[src/rtl/cdb_arbiter_if.sv]
// Request/broadcast bundle between the execution units and the CDB arbiter.
// The arbiter takes the slave view; the units and broadcast consumers take the master view.
interface cdb_arbiter_if #(
    parameter int NUM_REQ    = 3,
    parameter int LOCK_WIDTH = 4,
    parameter int DATA_WIDTH = 32
);
    localparam int SRC_W = (NUM_REQ > 1) ? $clog2(NUM_REQ) : 1;

    logic [NUM_REQ-1:0]            req_valid;
    logic [NUM_REQ*LOCK_WIDTH-1:0] req_index;
    logic [NUM_REQ*DATA_WIDTH-1:0] req_result;
    logic [NUM_REQ-1:0]            req_ready;
    logic                          cdb_valid;
    logic [LOCK_WIDTH-1:0]         cdb_index;
    logic [DATA_WIDTH-1:0]         cdb_result;
    logic [SRC_W-1:0]              cdb_src;

    modport master (
        output req_valid, req_index, req_result,
        input  req_ready, cdb_valid, cdb_index, cdb_result, cdb_src
    );

    modport slave (
        input  req_valid, req_index, req_result,
        output req_ready, cdb_valid, cdb_index, cdb_result, cdb_src
    );
endinterface

[src/rtl/cdb_arbiter.sv]
// Round-robin arbiter for the common data bus: one holding slot per execution unit,
// one registered broadcast per cycle.
module cdb_arbiter #(
    parameter int NUM_REQ    = 3,
    parameter int LOCK_WIDTH = 4,
    parameter int DATA_WIDTH = 32
) (
    input  logic          clk,
    input  logic          rst,
    input  logic          flush,
    cdb_arbiter_if.slave  bus
);
    localparam int          SRC_W  = (NUM_REQ > 1) ? $clog2(NUM_REQ) : 1;
    localparam int unsigned NREQ_U = NUM_REQ;
    localparam logic [SRC_W-1:0] LAST_SRC = SRC_W'(NUM_REQ - 1);

    logic [NUM_REQ-1:0]    slot_full;
    logic [LOCK_WIDTH-1:0] slot_index  [NUM_REQ];
    logic [DATA_WIDTH-1:0] slot_result [NUM_REQ];
    logic [SRC_W-1:0]      rr_ptr;

    logic [NUM_REQ-1:0]    grant;
    logic [SRC_W-1:0]      grant_idx;
    logic                  grant_any;
    logic [NUM_REQ-1:0]    ready;

    logic                  cdb_valid_q;
    logic [LOCK_WIDTH-1:0] cdb_index_q;
    logic [DATA_WIDTH-1:0] cdb_result_q;
    logic [SRC_W-1:0]      cdb_src_q;

    // Scan full slots starting at rr_ptr, wrapping; the first hit wins.
    always_comb begin
        int unsigned cand;
        cand      = 0;
        grant     = '0;
        grant_idx = '0;
        grant_any = 1'b0;
        for (int unsigned off = 0; off < NREQ_U; off++) begin
            cand = 32'(rr_ptr) + off;
            if (cand >= NREQ_U) begin
                cand = cand - NREQ_U;
            end
            if (!grant_any && slot_full[cand]) begin
                grant_any   = 1'b1;
                grant[cand] = 1'b1;
                grant_idx   = SRC_W'(cand);
            end
        end
    end

    // A slot being granted this cycle may be reloaded at the same edge.
    assign ready = ~slot_full | grant;

    always_ff @(posedge clk) begin
        if (rst) begin
            slot_full    <= '0;
            rr_ptr       <= '0;
            cdb_valid_q  <= 1'b0;
            cdb_index_q  <= '0;
            cdb_result_q <= '0;
            cdb_src_q    <= '0;
            for (int unsigned i = 0; i < NREQ_U; i++) begin
                slot_index[i]  <= '0;
                slot_result[i] <= '0;
            end
        end else if (flush) begin
            slot_full   <= '0;
            cdb_valid_q <= 1'b0;
        end else begin
            cdb_valid_q <= grant_any;
            if (grant_any) begin
                cdb_index_q  <= slot_index[grant_idx];
                cdb_result_q <= slot_result[grant_idx];
                cdb_src_q    <= grant_idx;
                rr_ptr       <= (grant_idx == LAST_SRC) ? '0 : grant_idx + 1'b1;
            end
            // Lock index 0 completes the handshake but leaves the slot empty.
            for (int unsigned i = 0; i < NREQ_U; i++) begin
                if (bus.req_valid[i] && ready[i]) begin
                    slot_index[i]  <= bus.req_index[i*LOCK_WIDTH +: LOCK_WIDTH];
                    slot_result[i] <= bus.req_result[i*DATA_WIDTH +: DATA_WIDTH];
                    slot_full[i]   <= (bus.req_index[i*LOCK_WIDTH +: LOCK_WIDTH] != '0);
                end else if (grant[i]) begin
                    slot_full[i] <= 1'b0;
                end
            end
        end
    end

    assign bus.req_ready  = ready;
    assign bus.cdb_valid  = cdb_valid_q;
    assign bus.cdb_index  = cdb_index_q;
    assign bus.cdb_result = cdb_result_q;
    assign bus.cdb_src    = cdb_src_q;
endmodule
[src/flat_wrapper.sv]
// flat-port wrapper written by rule: the top's interface ports become plain ports
module cdb_arbiter_flat 
#(
    parameter int NUM_REQ    = 3,
    parameter int LOCK_WIDTH = 4,
    parameter int DATA_WIDTH = 32
)
  (clk, rst, flush, bus_req_valid, bus_req_index, bus_req_result, bus_req_ready, bus_cdb_valid, bus_cdb_index, bus_cdb_result, bus_cdb_src);
  cdb_arbiter_if #(.NUM_REQ(NUM_REQ), .LOCK_WIDTH(LOCK_WIDTH), .DATA_WIDTH(DATA_WIDTH)) bus_i ();
  input  logic clk;
  input  logic rst;
  input  logic flush;
  input wire logic [$bits(bus_i.req_valid)-1:0] bus_req_valid;
  input wire logic [$bits(bus_i.req_index)-1:0] bus_req_index;
  input wire logic [$bits(bus_i.req_result)-1:0] bus_req_result;
  output wire logic [$bits(bus_i.req_ready)-1:0] bus_req_ready;
  output wire logic [$bits(bus_i.cdb_valid)-1:0] bus_cdb_valid;
  output wire logic [$bits(bus_i.cdb_index)-1:0] bus_cdb_index;
  output wire logic [$bits(bus_i.cdb_result)-1:0] bus_cdb_result;
  output wire logic [$bits(bus_i.cdb_src)-1:0] bus_cdb_src;
  assign bus_i.req_valid = bus_req_valid;
  assign bus_i.req_index = bus_req_index;
  assign bus_i.req_result = bus_req_result;
  assign bus_req_ready = bus_i.req_ready;
  assign bus_cdb_valid = bus_i.cdb_valid;
  assign bus_cdb_index = bus_i.cdb_index;
  assign bus_cdb_result = bus_i.cdb_result;
  assign bus_cdb_src = bus_i.cdb_src;
  cdb_arbiter #(.NUM_REQ(NUM_REQ), .LOCK_WIDTH(LOCK_WIDTH), .DATA_WIDTH(DATA_WIDTH)) u_core (.clk(clk), .rst(rst), .flush(flush), .bus(bus_i));
endmodule
[config.mk]
export PLATFORM = sky130hd
export DESIGN_NAME = cdb_arbiter_flat
export DESIGN_NICKNAME = d
export VERILOG_FILES = /design/src/rtl/cdb_arbiter_if.sv /design/src/rtl/cdb_arbiter.sv /design/src/flat_wrapper.sv
export SDC_FILE = /design/constraint.sdc
export NUM_CORES = 1
export LEC_CHECK = 0
export BUFFER_PORTS_ARGS = -buffer_cell sky130_fd_sc_hd__buf_2
export CAP_MARGIN = 25
export CORE_MARGIN = 2
export CORE_UTILIZATION = 55
export CTS_CLUSTER_DIAMETER = 50
export DETAILED_ROUTE_END_ITERATION = 12
export PLACE_DENSITY = 0.81
export SLEW_MARGIN = 25
export SYNTH_ARGS = -nofsm -noshare
export SYNTH_HDL_FRONTEND = slang
export SYNTH_SLANG_ARGS = --single-unit
[constraint.sdc]
create_clock -name clk -period 4.95 [get_ports clk]
set_clock_uncertainty 0.2 [all_clocks]
set_input_delay 0.99 -clock clk [delete_from_list [all_inputs] [get_ports clk]]
set_output_delay 0.99 -clock clk [all_outputs]
set_load 0.005 [all_outputs]
* Word level (Yosys, flattened, before mapping) *
Memory sizes are Yosys's and may differ from the RTL's. A register that Yosys moved wholly into a read port is not among the register bits.
Cells that the tools add are included.

operators by class
  muxes and demuxes = 51
  bitwise gates (word level) = 11
  equal/unequal tests = 1
  $add $sub $neg = 6
  $lt $le $gt $ge = 9
  reduce and logical (&&, ||, !) cells = 18

operator list
  kind                   count
  $mux 32                6
  $ge 32x1->1 const B    3
  $lt 32x3->1 const B    3
  $ge 32x2->1 const B    2
  $sub 32x2->32 const B  2
  $mux 1                 29
  $mux 4                 3
  $reduce_bool 4->1      3
  $mux 3                 3
  $or 3x3->3             3
  $logic_and 1x1->1      8
  $mux 2                 4
  $bmux 1 s2             3
  $demux 1 s2            3
  $or 1x1->1             6
  $reduce_bool 2->1      3
  $add 2x1->3 const B    1
  $add 2x2->3 const B    1
  $not 3->3              1
  $sub 2x2->3 const B    1
  $add 2x1->2 const B    1
  $eq 2x2->1 const B     1
  $ge 2x2->1 const B     1
  $logic_not 1->1        2
  other kinds (3)        3

storage, ports and cells
  bits in registers = 8
  memories = 2
  input bits = 114
  memory bits (writable) = 108
  output and inout bits = 42

memory list
  name                words  bits a word  rd ports  clocked after Yosys merged registers in  write ports  RTL line           source
  u_core.slot_result  3      32           1         1                                        3            cdb_arbiter.sv:19  logic [DATA_WIDTH-1:0] slot_result [NUM_REQ];
  u_core.slot_index   3      4            1         1                                        3            cdb_arbiter.sv:18  logic [LOCK_WIDTH-1:0] slot_index [NUM_REQ];

* Longest topological paths before layout *
Gate-level depths: netlist of the first run.

  depth after elaboration = 18
  depth in mapped cells = 11
  gate-level depth less buffers = 7

* Worst setup path before layout of the first run *
OpenSTA, ideal clock, no wires.

  kind = register -> register
  from = register u_core.rr_ptr[0]
  to = memory u_core.slot_index[0][0], enable pin
  path buffers = 4
  arrival time = 3.082 ns
  cell stages (with the launch flop) = 12
  path slack = 1.267 ns
  setup time = 0.401 ns
  data required time = 4.349 ns
  period minus slack after synthesis = 3.683 ns
  cells stage by stage = dfxtp_1 > inv_1 > ha_1 > buf_6 > mux2i_1 > o22a_1 > a2bb2oi_1 > a311o_1 > buf_6 > buf_6 > buf_6 > o21bai_2

RTL lines
  element                   RTL line           source
  start: declaration        cdb_arbiter.sv:20  logic [SRC_W-1:0] rr_ptr;
  start signal: assignment  cdb_arbiter.sv:76  rr_ptr <= (grant_idx == LAST_SRC) ? '0 : grant_idx + 1'b1;
  end: declaration          cdb_arbiter.sv:18

==> flow_summary.json, run 1 <==
{
  "cts_tree": "done",
  "synth_seq_cells": 152,
  "num_io_pins": 156,
  "grt_start_max_net_pins": 109,
  "drtIter0Drc": 703,
  "vias": 6438,
  "status": "finished clean",
  "hold_viol": 0,
  "routabilityCongestion": 0.890,
  "syn_inst": 716,
  "cts.clk_slew.worst_paths_ns": 0.06,
  "grt_overflow": 0,
  "synth_commonest_cells": "a21oi_1 (142), nand2_1 (111), edfxtp_1 (108), dfxtp_1 (44), nor2_1 (44)",
  "die_h_um": 118,
  "cts_resized": 0,
  "cts_root_buffer": "clkbuf_16",
  "power.share.clock_pct": 30.7,
  "antenna_found_initial": 0,
  "cts.hold.buffers_added": 0,
  "post-route-util_pct": 68.1,
  "synth_seq_area_share_pct": 57.6,
  "p_sw_share_pct": 34.0,
  "syn_nets": 834,
  "cts_buffers": 17,
  "p_int_uw": 3120,
  "grt_pass1_wl_um": 32300,
  "rsz0062_at_grt": "no",
  "fin_nets": 947,
  "synth_area_um2": 7160,
  "dieArea_um2": 13900,
  "power_switching_uw": 1610,
  "fin_cells": 1014,
  "vias_per_cell": 6.35,
  "powerDensity_nw_per_um2": 548,
  "port_buffers": 155,
  "hold_path.class": "reg -> reg",
  "setup_tns_ns": 0,
  "maxCapViolCount": 0,
  "clockBufferDepth": 2,
  "yosys.area.top_type_share_pct": 45.3,
  "drt-total-wl_um": 20900,
  "drive_above_1_share_pct": 26.1,
  "ys.warnings.count": 0,
  "syn_area_per_cell_um2": 10.0,
  "slew-limit-headroom_pct": 33.1,
  "p_leak_uw": 0.00339,
  "core_area_um2": 12700,
  "post_cts_buffers": 0,
  "cp-end-kind": "flop",
  "htreeDepth": 4,
  "worst_ep_arrival_time_ns": 4.00,
  "antenna_left": 0,
  "clock_latency_ns": 0.42,
  "yosysMostFrequentCell": "a21oi_1",
  "initial_core_util_pct": 56.5,
  "seqPwrFrac_pct": 37.3,
  "worst_pin_slew_ns": 1.00,
  "finalMaxSlewViolations": 0,
  "ys.flop_type": "edfxtp_1",
  "rows": 41,
  "pwr-share-comb_pct": 32.0,
  "place_ws_ns": 0.990,
  "clock.fmax_mhz": 245,
  "synth_area_leaders": "edfxtp_1 (45%), dfxtp_1 (12%), a21oi_1 (9.9%)",
  "period_share_pct": 82.4,
  "setup_slack_ns": 0.872,
  "async_flop_share_pct": 0,
  "dr.pass1.iters": 6,
  "ir_worst_vdd_mv": 0.268,
  "crit_required_ns": 4.87,
  "die_w_um": 118,
  "crit_type": "reg -> reg",
  "n_antenna_cell": 0,
  "power_uw": 4720,
  "area_delta_synth_final_pct": 20.5,
  "first_global_vias": 6079,
  "track_usage_pct": 29.6,
  "cp_max_fo": 64,
  "dp_cells": 980,
  "period_needed_ns": 4.08,
  "wl_per_cell_um": 20.6,
  "cts.sinks": 152,
  "critPathLaunchType": "flop",
  "post-synth-top-area-cell": "edfxtp_1",
  "drcViolationCount": 0,
  "dpl.hpwl_um": 12900,
  "finalSetupViolCount": 0,
  "synth_edf_count": 108,
  "synth_cell_type_count": 48
}
-- worst max-delay path, stage by stage (launching register included) --
cell and delay, ns:
dfxtp_1 0.38, inv_1 0.09, ha_1 0.70, mux2i_1 0.26, o22a_1 0.19, a2bb2oi_1 0.23
a311o_2 0.79, buf_4 0.71, a21oi_1 0.18
-- layer usage --
layer	vias to the layer above	GRT usage (%)	share of wire [%]
li1	2857	-	-
met1	3040	39.9	37
met2	469	46.1	47
met3	72	6.40	11
met4	0	13.0	3.9
met5	-	0	0
-- cells by family after synthesis --
group           after synthesis  share of synthesized area (%)
compound gates              259                           22.1
simple gates                211                           12.5
flops                       152                           57.6
buf+inv                      83                           5.89
mux                           7                           1.22
fa+ha+maj                     4                          0.699
-- cells in the final DEF, fill, tap and decap left out, types with 2 or more instances in the layout --
cell type / instances
buf_2: 155
a21oi_1: 142
nand2_1: 111
edfxtp_1: 108
dfxtp_1: 44
nor2_1: 43
nand3_1: 39
a311oi_1: 37
o21ai_0: 36
clkbuf_16: 17
inv_1: 10
a21oi_2: 9
buf_4: 9
bufinv_16: 6
nand2b_1: 5
mux2i_1: 4
o21ai_1: 4
ha_1: 4
a31oi_1: 3
nor2b_1: 3
o41ai_1: 3
clkinvlp_4: 3
o22ai_1: 2
a21o_1: 2
o211ai_1: 2
a31o_4: 2
nor3_1: 2
nor4bb_1: 2
a211oi_1: 2
clkbuf_1: 2
clkinv_2: 2
buf_16: 2
-- final timing paths --
kind	startpoint	endpoint	slack [ns]	depth (start not counted)
max	u_core.rr_ptr[0]$_SDFFE_PP0P_	u_core.slot_result[2][30]$_SDFFCE_PN0P_	0.87	8
min	u_core.bus.cdb_src[1]$_SDFFE_PP0P_	u_core.bus.cdb_src[1]$_SDFFE_PP0P_	0.30	2
max reg2reg	u_core.rr_ptr[0]$_SDFFE_PP0P_	u_core.slot_result[2][30]$_SDFFCE_PN0P_	0.87	8
min reg2reg	u_core.bus.cdb_src[1]$_SDFFE_PP0P_	u_core.bus.cdb_src[1]$_SDFFE_PP0P_	0.30	2
-- cell type report --
cell class | count | area, um2
inverters | 10 | 37.5
fillers | 933 | 4050
clock buffers | 19 | 433
repair buffers | 167 | 910
well taps | 172 | 215
flip-flops and latches | 152 | 4120
clock inverters | 13 | 225
multi-input cells | 481 | 2680
-- power groups by stage --
stage          Clock [uW]  Sequential [uW]  Combinational (uW)
5_1_grt              1500             1780                1650
3_5_place_dp            0             1780                1430
2_1_floorplan           0             1760                 994
4_1_cts              1450             1760                1460
3_3_place_gp            0             1770                1370
6_report             1450             1760                1510
-- flip-flops by register name, indices dropped and copies added, names as in the netlist --
| register | cells |
|---|---|
| u_core.rr_ptr | 2 |
| u_core.slot_result | 96 |
| u_core.bus.cdb_index | 4 |
| u_core.bus.cdb_valid | 1 |
| u_core.slot_index | 12 |
| u_core.bus.cdb_result | 32 |
| u_core.slot_full | 3 |
| u_core.bus.cdb_src | 2 |
-- per-stage QoR --
| stage | hold slack [ns] | area [um2] |
|---|---|---|
| after floorplan | 0.270 | 7160 |
| after global placement | 0.288 | 7890 |
| after detailed placement | 0.294 | 7890 |
| after CTS | 0.302 | 8550 |
| after global routing | 0.320 | 8630 |
| final | 0.298 | 8630 |
Note: power is estimated with default switching activity, not from simulation.
==> run 2: changes to the inputs <==
--- a/config.mk
+++ b/config.mk
@@ -8,10 +8,10 @@
 export BUFFER_PORTS_ARGS = -buffer_cell sky130_fd_sc_hd__buf_2
 export CAP_MARGIN = 25
 export CORE_MARGIN = 2
-export CORE_UTILIZATION = 55
+export CORE_UTILIZATION = 49
 export CTS_CLUSTER_DIAMETER = 50
 export DETAILED_ROUTE_END_ITERATION = 12
-export PLACE_DENSITY = 0.81
+export PLACE_DENSITY = 0.76
 export SLEW_MARGIN = 25
 export SYNTH_ARGS = -nofsm -noshare
 export SYNTH_HDL_FRONTEND = slang
==> constraint.sdc (replaced) <==
create_clock -name clk -period 3.6 [get_ports clk]
set_clock_uncertainty 0.2 [all_clocks]
set_input_delay 0.72 -clock clk [delete_from_list [all_inputs] [get_ports clk]]
set_output_delay 0.72 -clock clk [all_outputs]
set_load 0.005 [all_outputs]
==> run 2 against run 1 <==
  * Sequential share of layout area shrank 0.46 points
  * Critical path depth decreased by 1
  * Utilization decreased by 7.7 points
  * Worst setup slack got worse by 0.61 ns
  * Critical endpoint is now bus_req_ready[0]
  * Largest cell class unchanged
==> flow_summary.json, run 2 (same netlist as run 1, synthesis figures left out) <==
{
  "status": "finished clean",
  "track_usage_pct": 26.4,
  "port_buffers": 155,
  "ir_worst_vdd_mv": 0.398,
  "die_h_um": 125,
  "grt_start_max_net_pins": 109,
  "cts_buffers": 17,
  "routabilityCongestion": 0.840,
  "cp_max_fo": 21,
  "fin_nets": 951,
  "hold_path.class": "reg -> reg",
  "vias": 6204,
  "cts_tree": "done",
  "dieArea_um2": 15600,
  "antenna_left": 0,
  "hold_viol": 0,
  "cp-end-kind": "primary output",
  "hold_start": "u_core.bus.cdb_result[21]$_SDFFE_PP0P_",
  "final_common_cell": "buf_2",
  "period_share_pct": 92.6,
  "core_area_um2": 14400,
  "clock_latency_ns": 0.42,
  "initial_core_util_pct": 49.6,
  "largest_reg_flops": 96,
  "crit_required_ns": 2.68,
  "reg2reg_slack_ns": 0.56,
  "first_global_vias": 5742,
  "r2r-start": "u_core.rr_ptr[0]$_SDFFE_PP0P_",
  "htreeDepth": 4,
  "area_delta_synth_final_pct": 21.6,
  "worst_ep_arrival_time_ns": 2.41,
  "critPathLaunchType": "flop",
  "slew-limit-headroom_pct": 35.9,
  "worst_pin_slew_ns": 0.961,
  "rsz0062_at_grt": "no",
  "drt-total-wl_um": 20600,
  "drive_above_1_share_pct": 27.0,
  "hold_depth": 2,
  "p_leak_uw": 0.00343,
  "period_needed_ns": 3.33,
  "num_io_pins": 156,
  "power_uw": 6450,
  "vias_per_cell": 6.02,
  "drtIter0Drc": 789,
  "crit_type": "reg -> out",
  "worst_hold_path.endpoint": "u_core.bus.cdb_result[21]$_SDFFE_PP0P_",
  "cts_root_buffer": "clkbuf_16",
  "die_w_um": 125,
  "dpl.hpwl_um": 12400,
  "drcViolationCount": 0,
  "wl_per_cell_um": 20.0,
  "cts.clk_slew.worst_paths_ns": 0.06,
  "grt_overflow": 0,
  "grt_pass1_wl_um": 32400,
  "dr.pass1.iters": 5,
  "final_cell_mix": "buf_2 (155), a21oi_1 (142), nand2_1 (111), edfxtp_1 (108), dfxtp_1 (44)",
  "n_antenna_cell": 0,
  "rows": 44,
  "cts.sinks": 152,
  "regMostFlops": "u_core.slot_result",
  "post-route-util_pct": 60.4,
  "maxCapViolCount": 0,
  "finalSetupViolCount": 0,
  "finalMaxSlewViolations": 0,
  "antenna_found_initial": 0,
  "ff2ff_path_depth": 8,
  "rr_endpoint": "u_core.slot_result[0][1]$_SDFFCE_PN0P_",
  "powerDensity_nw_per_um2": 741,
  "clockBufferDepth": 2,
  "clock.fmax_mhz": 300,
  "setup_tns_ns": 0
}
[run 2: changes by cell type in the layout (fill, tap and decap cells not counted), sizes merged]
cell | previous run | this run
buf | 167 | 171
clkbuf | 19 | 21
bufinv | 6 | 5
clkinvlp | 3 | 0
inv | 11 | 13
[run 2: stage by stage]
stage	hold slack, ns	area [um2]	std cells	worst slack, ns
floorplan	0.270	7170	716	0.313
global placement	0.284	8050	998	0.575
detailed placement	0.289	8050	998	0.491
CTS	0.297	8700	1030	0.139
global route	0.333	8710	1030	0.0994
finish	0.302	8710	1030	0.265
[run 2: how the worst max path moves through the flow]
stage | slack (ns) | endpoint | cells after the start | start
floorplan | 0.31 | u_core.slot_index[0][0]$_SDFFCE_PN0P_ | 11 | u_core.rr_ptr[0]$_SDFFE_PP0P_
global placement | 0.57 | u_core.slot_result[2][0]$_SDFFCE_PN0P_ | 8 | u_core.rr_ptr[0]$_SDFFE_PP0P_
detailed placement | 0.49 | u_core.slot_result[0][30]$_SDFFCE_PN0P_ | 8 | u_core.rr_ptr[0]$_SDFFE_PP0P_
CTS | 0.14 | bus_req_ready[0] | 7 | u_core.rr_ptr[0]$_SDFFE_PP0P_
global route | 0.1 | bus_req_ready[2] | 7 | u_core.rr_ptr[1]$_SDFFE_PP0P_
finish | 0.27 | bus_req_ready[0] | 7 | u_core.rr_ptr[0]$_SDFFE_PP0P_
[run 2: layer usage]
layer,GRT usage (%),vias to the layer above,share of wire (%)
li1,-,2864,-
met1,38.5,2883,42
met2,38.8,410,45
met3,5.24,47,10
met4,10.8,0,3.2
met5,0,-,0
[run 2: power breakdown]
group          leakage [uW]  internal [uW]  switching [uW]
sequential          0.00151           2230             196
clock              0.000322           1270             702
combinational       0.00160            766            1290
total               0.00343           4270            2180
[run 2: area by class of cell]
| cell class | instances | area [um2] |
|---|---|---|
| Multi-Input combinational cell | 481 | 2670 |
| Clock inverter | 11 | 191 |
| Sequential cell | 152 | 4120 |
| Timing Repair Buffer | 171 | 996 |
| Clock buffer | 21 | 460 |
| Fill cell | 1201 | 5710 |
| Inverter | 10 | 37.5 |
| Tap cell | 184 | 230 |
[run 2: critical path, cell delays in order, from the launching register on]
cell	delay [ns]
dfxtp_1	0.38
inv_1	0.08
ha_2	0.55
mux2i_1	0.12
o22a_1	0.25
a2bb2oi_1	0.16
a31oi_1	0.27
buf_2	0.17
[run 2: what timing repair did]
action                                  in CTS  in global routing
endpoints found under the setup margin       0                  3
gates resized for setup                      0                  2
hold buffers                                 0                  0
setup buffers                                0                  0
hold endpoints to repair                     0                  0
==> run 3: changes to the inputs <==
--- a/config.mk
+++ b/config.mk
@@ -7,11 +7,12 @@
 export LEC_CHECK = 0
 export BUFFER_PORTS_ARGS = -buffer_cell sky130_fd_sc_hd__buf_2
 export CAP_MARGIN = 25
+export CORE_ASPECT_RATIO = 0.6
 export CORE_MARGIN = 2
-export CORE_UTILIZATION = 49
+export CORE_UTILIZATION = 55
 export CTS_CLUSTER_DIAMETER = 50
 export DETAILED_ROUTE_END_ITERATION = 12
-export PLACE_DENSITY = 0.76
+export PLACE_DENSITY = 0.81
 export SLEW_MARGIN = 25
 export SYNTH_ARGS = -nofsm -noshare
 export SYNTH_HDL_FRONTEND = slang
==> constraint.sdc (replaced) <==
create_clock -name clk -period 3.25 [get_ports clk]
set_clock_uncertainty 0.2 [all_clocks]
set_input_delay 0.65 -clock clk [delete_from_list [all_inputs] [get_ports clk]]
set_output_delay 0.65 -clock clk [all_outputs]
set_load 0.005 [all_outputs]
==> run 3 against run 2 <==
  * Largest cell class unchanged
  * Clock-buffer cell count decreased by 3
  * Highest routed layer unchanged
  * Utilization increased by 7.7 points
  * Critical endpoint is now bus_req_ready[2]
  * Flip-flop and latch count unchanged
  * Final area decreased by 0.23%
  * Die area decreased by 10%
  * Sequential power increased by 9.9%
  * Clock power decreased by 7%
  * Sequential share of layout area increased by 0.12 points
  * Critical path type unchanged
  * Register-to-register slack got worse by 0.15 ns
  * Combinational power increased by 18%
  * First-iteration DRC count decreased by 35%
==> flow_summary.json, run 3 (same netlist as run 1, synthesis figures left out) <==
{
  "status": "finished clean",
  "drtIter0Drc": 515,
  "dieArea_um2": 14000,
  "vias_per_cell": 6.04,
  "hold_path.class": "reg -> reg",
  "cts_tree": "done",
  "dr.pass1.iters": 5,
  "die_h_um": 92.4,
  "dpl.hpwl_um": 12800,
  "grt_overflow": 0,
  "cts_root_buffer": "clkbuf_16",
  "finalMaxSlewViolations": 0,
  "ir_worst_vdd_mv": 0.346,
  "cts_buffers": 17,
  "grt_start_max_net_pins": 109,
  "vias": 6189,
  "routabilityCongestion": 0.826,
  "fin_nets": 960,
  "port_buffers": 155,
  "period_needed_ns": 3.15,
  "slew-limit-headroom_pct": 50.6,
  "area_delta_synth_final_pct": 21.4,
  "finalSetupViolCount": 0,
  "cts.clk_slew.worst_paths_ns": 0.07,
  "final_common_cell": "buf_2",
  "final_cell_mix": "buf_2 (155), a21oi_1 (142), nand2_1 (111), edfxtp_1 (108)",
  "drcViolationCount": 0,
  "n_antenna_cell": 0,
  "antenna_left": 0,
  "crit_type": "reg -> out",
  "drive_above_1_share_pct": 27.8,
  "crit_required_ns": 2.40,
  "powerDensity_nw_per_um2": 797,
  "p_leak_uw": 0.00342,
  "cp_max_fo": 13,
  "num_io_pins": 156,
  "cts.hold.buffers_added": 0,
  "wl_per_cell_um": 19.5,
  "worst_pin_slew_ns": 0.741,
  "die_w_um": 151,
  "hold_viol": 0,
  "worst_ep_arrival_time_ns": 2.30,
  "rsz0062_at_grt": "no",
  "first_global_vias": 6039,
  "largest_reg_flops": 96,
  "clockBufferDepth": 2,
  "cts.sinks": 152,
  "maxCapViolCount": 0,
  "clock.fmax_mhz": 317,
  "clock_latency_ns": 0.42,
  "core_area_um2": 12800,
  "grt_pass1_wl_um": 31500,
  "critPathLaunchType": "flop",
  "antenna_found_initial": 0,
  "rows": 32,
  "track_usage_pct": 29.5,
  "power_uw": 6930,
  "initial_core_util_pct": 56.1,
  "drt-total-wl_um": 20000,
  "setup_tns_ns": 0,
  "period_share_pct": 97.0,
  "regMostFlops": "u_core.slot_result",
  "cp-end-kind": "primary output",
  "htreeDepth": 4
}
-- run 3: cell types whose count changed in the layout (fill, tap and decap cells not counted), moves of 2 or more --
cell,before,now
buf_12,8,10
buf_4,8,15
bufinv_16,5,0
clkbuf_8,2,0
clkinv_2,3,1
clkinv_4,0,3
clkinvlp_4,0,4
ha_2,2,0
inv_8,0,2
-- run 3: layout make-up --
cell class | count | area [um2]
Multi-Input combinational cell | 481 | 2680
Timing Repair Buffer | 180 | 1090
Sequential cell | 152 | 4130
Inverter | 10 | 37.5
Clock buffer | 18 | 429
Tap cell | 170 | 213
Clock inverter | 14 | 119
Fill cell | 1008 | 4080
-- run 3: power breakdown --
| part | internal, uW | switching (uW) | leakage, uW | total, uW |
|---|---|---|---|---|
| Sequential | 2470 | 200 | 0.00151 | 2670 |
| Clock | 998 | 845 | 0.000258 | 1840 |
| Combinational | 952 | 1460 | 0.00166 | 2410 |
-- run 3: through the flow --
stage / std cells / hold WS (ns) / util, % / setup slack [ns] / cell area, um2
after floorplan: 716 / 0.270 / - / 0.00270 / 7180
after global placement: 992 / 0.287 / 63.7 / 0.497 / 8130
after detailed placement: 992 / 0.294 / 63.7 / 0.431 / 8130
after CTS: 1024 / 0.298 / 68.0 / 0.0509 / 8680
after global routing: 1025 / 0.314 / 68.0 / 0.00292 / 8690
final: 1025 / 0.298 / 68.0 / 0.0963 / 8690
-- run 3: routing by layer --
layer | track usage (%) | up-vias | part of all wire [%]
met4 | 7.71 | 0 | 0.56
met2 | 45.2 | 380 | 46
met3 | 7.39 | 11 | 10
li1 | - | 2885 | -
met5 | 0 | - | 0
met1 | 42.1 | 2913 | 43
-- run 3: final timing paths --
| kind | cells after the start | endpoint | startpoint | slack [ns] |
|---|---|---|---|---|
| worst max-delay path | 8 | bus_req_ready[2] | u_core.rr_ptr[1]$_SDFFE_PP0P_ | 0.1 |
| worst min-delay path | 2 | u_core.bus.cdb_result[14]$_SDFFE_PP0P_ | u_core.bus.cdb_result[14]$_SDFFE_PP0P_ | 0.30 |
| worst max register to register | 6 | u_core.slot_result[1][5]$_SDFFCE_PN0P_ | u_core.slot_full[1]$_SDFFE_PP0P_ | 0.41 |
| worst min register to register | 2 | u_core.bus.cdb_result[14]$_SDFFE_PP0P_ | u_core.bus.cdb_result[14]$_SDFFE_PP0P_ | 0.30 |
-- run 3: critical path, cell delays in order (launching register included) --
cell and delay, ns:
dfxtp_2 0.38, inv_1 0.07, ha_1 0.22, buf_4 0.20
nand2b_1 0.22, a31o_2 0.31, nand3_1 0.15, and2_1 0.20
buf_2 0.13
-- run 3: timing repair --
item,in CTS,in global routing
setup endpoints to repair,0,2
gates resized for setup,0,2
setup buffers,0,1
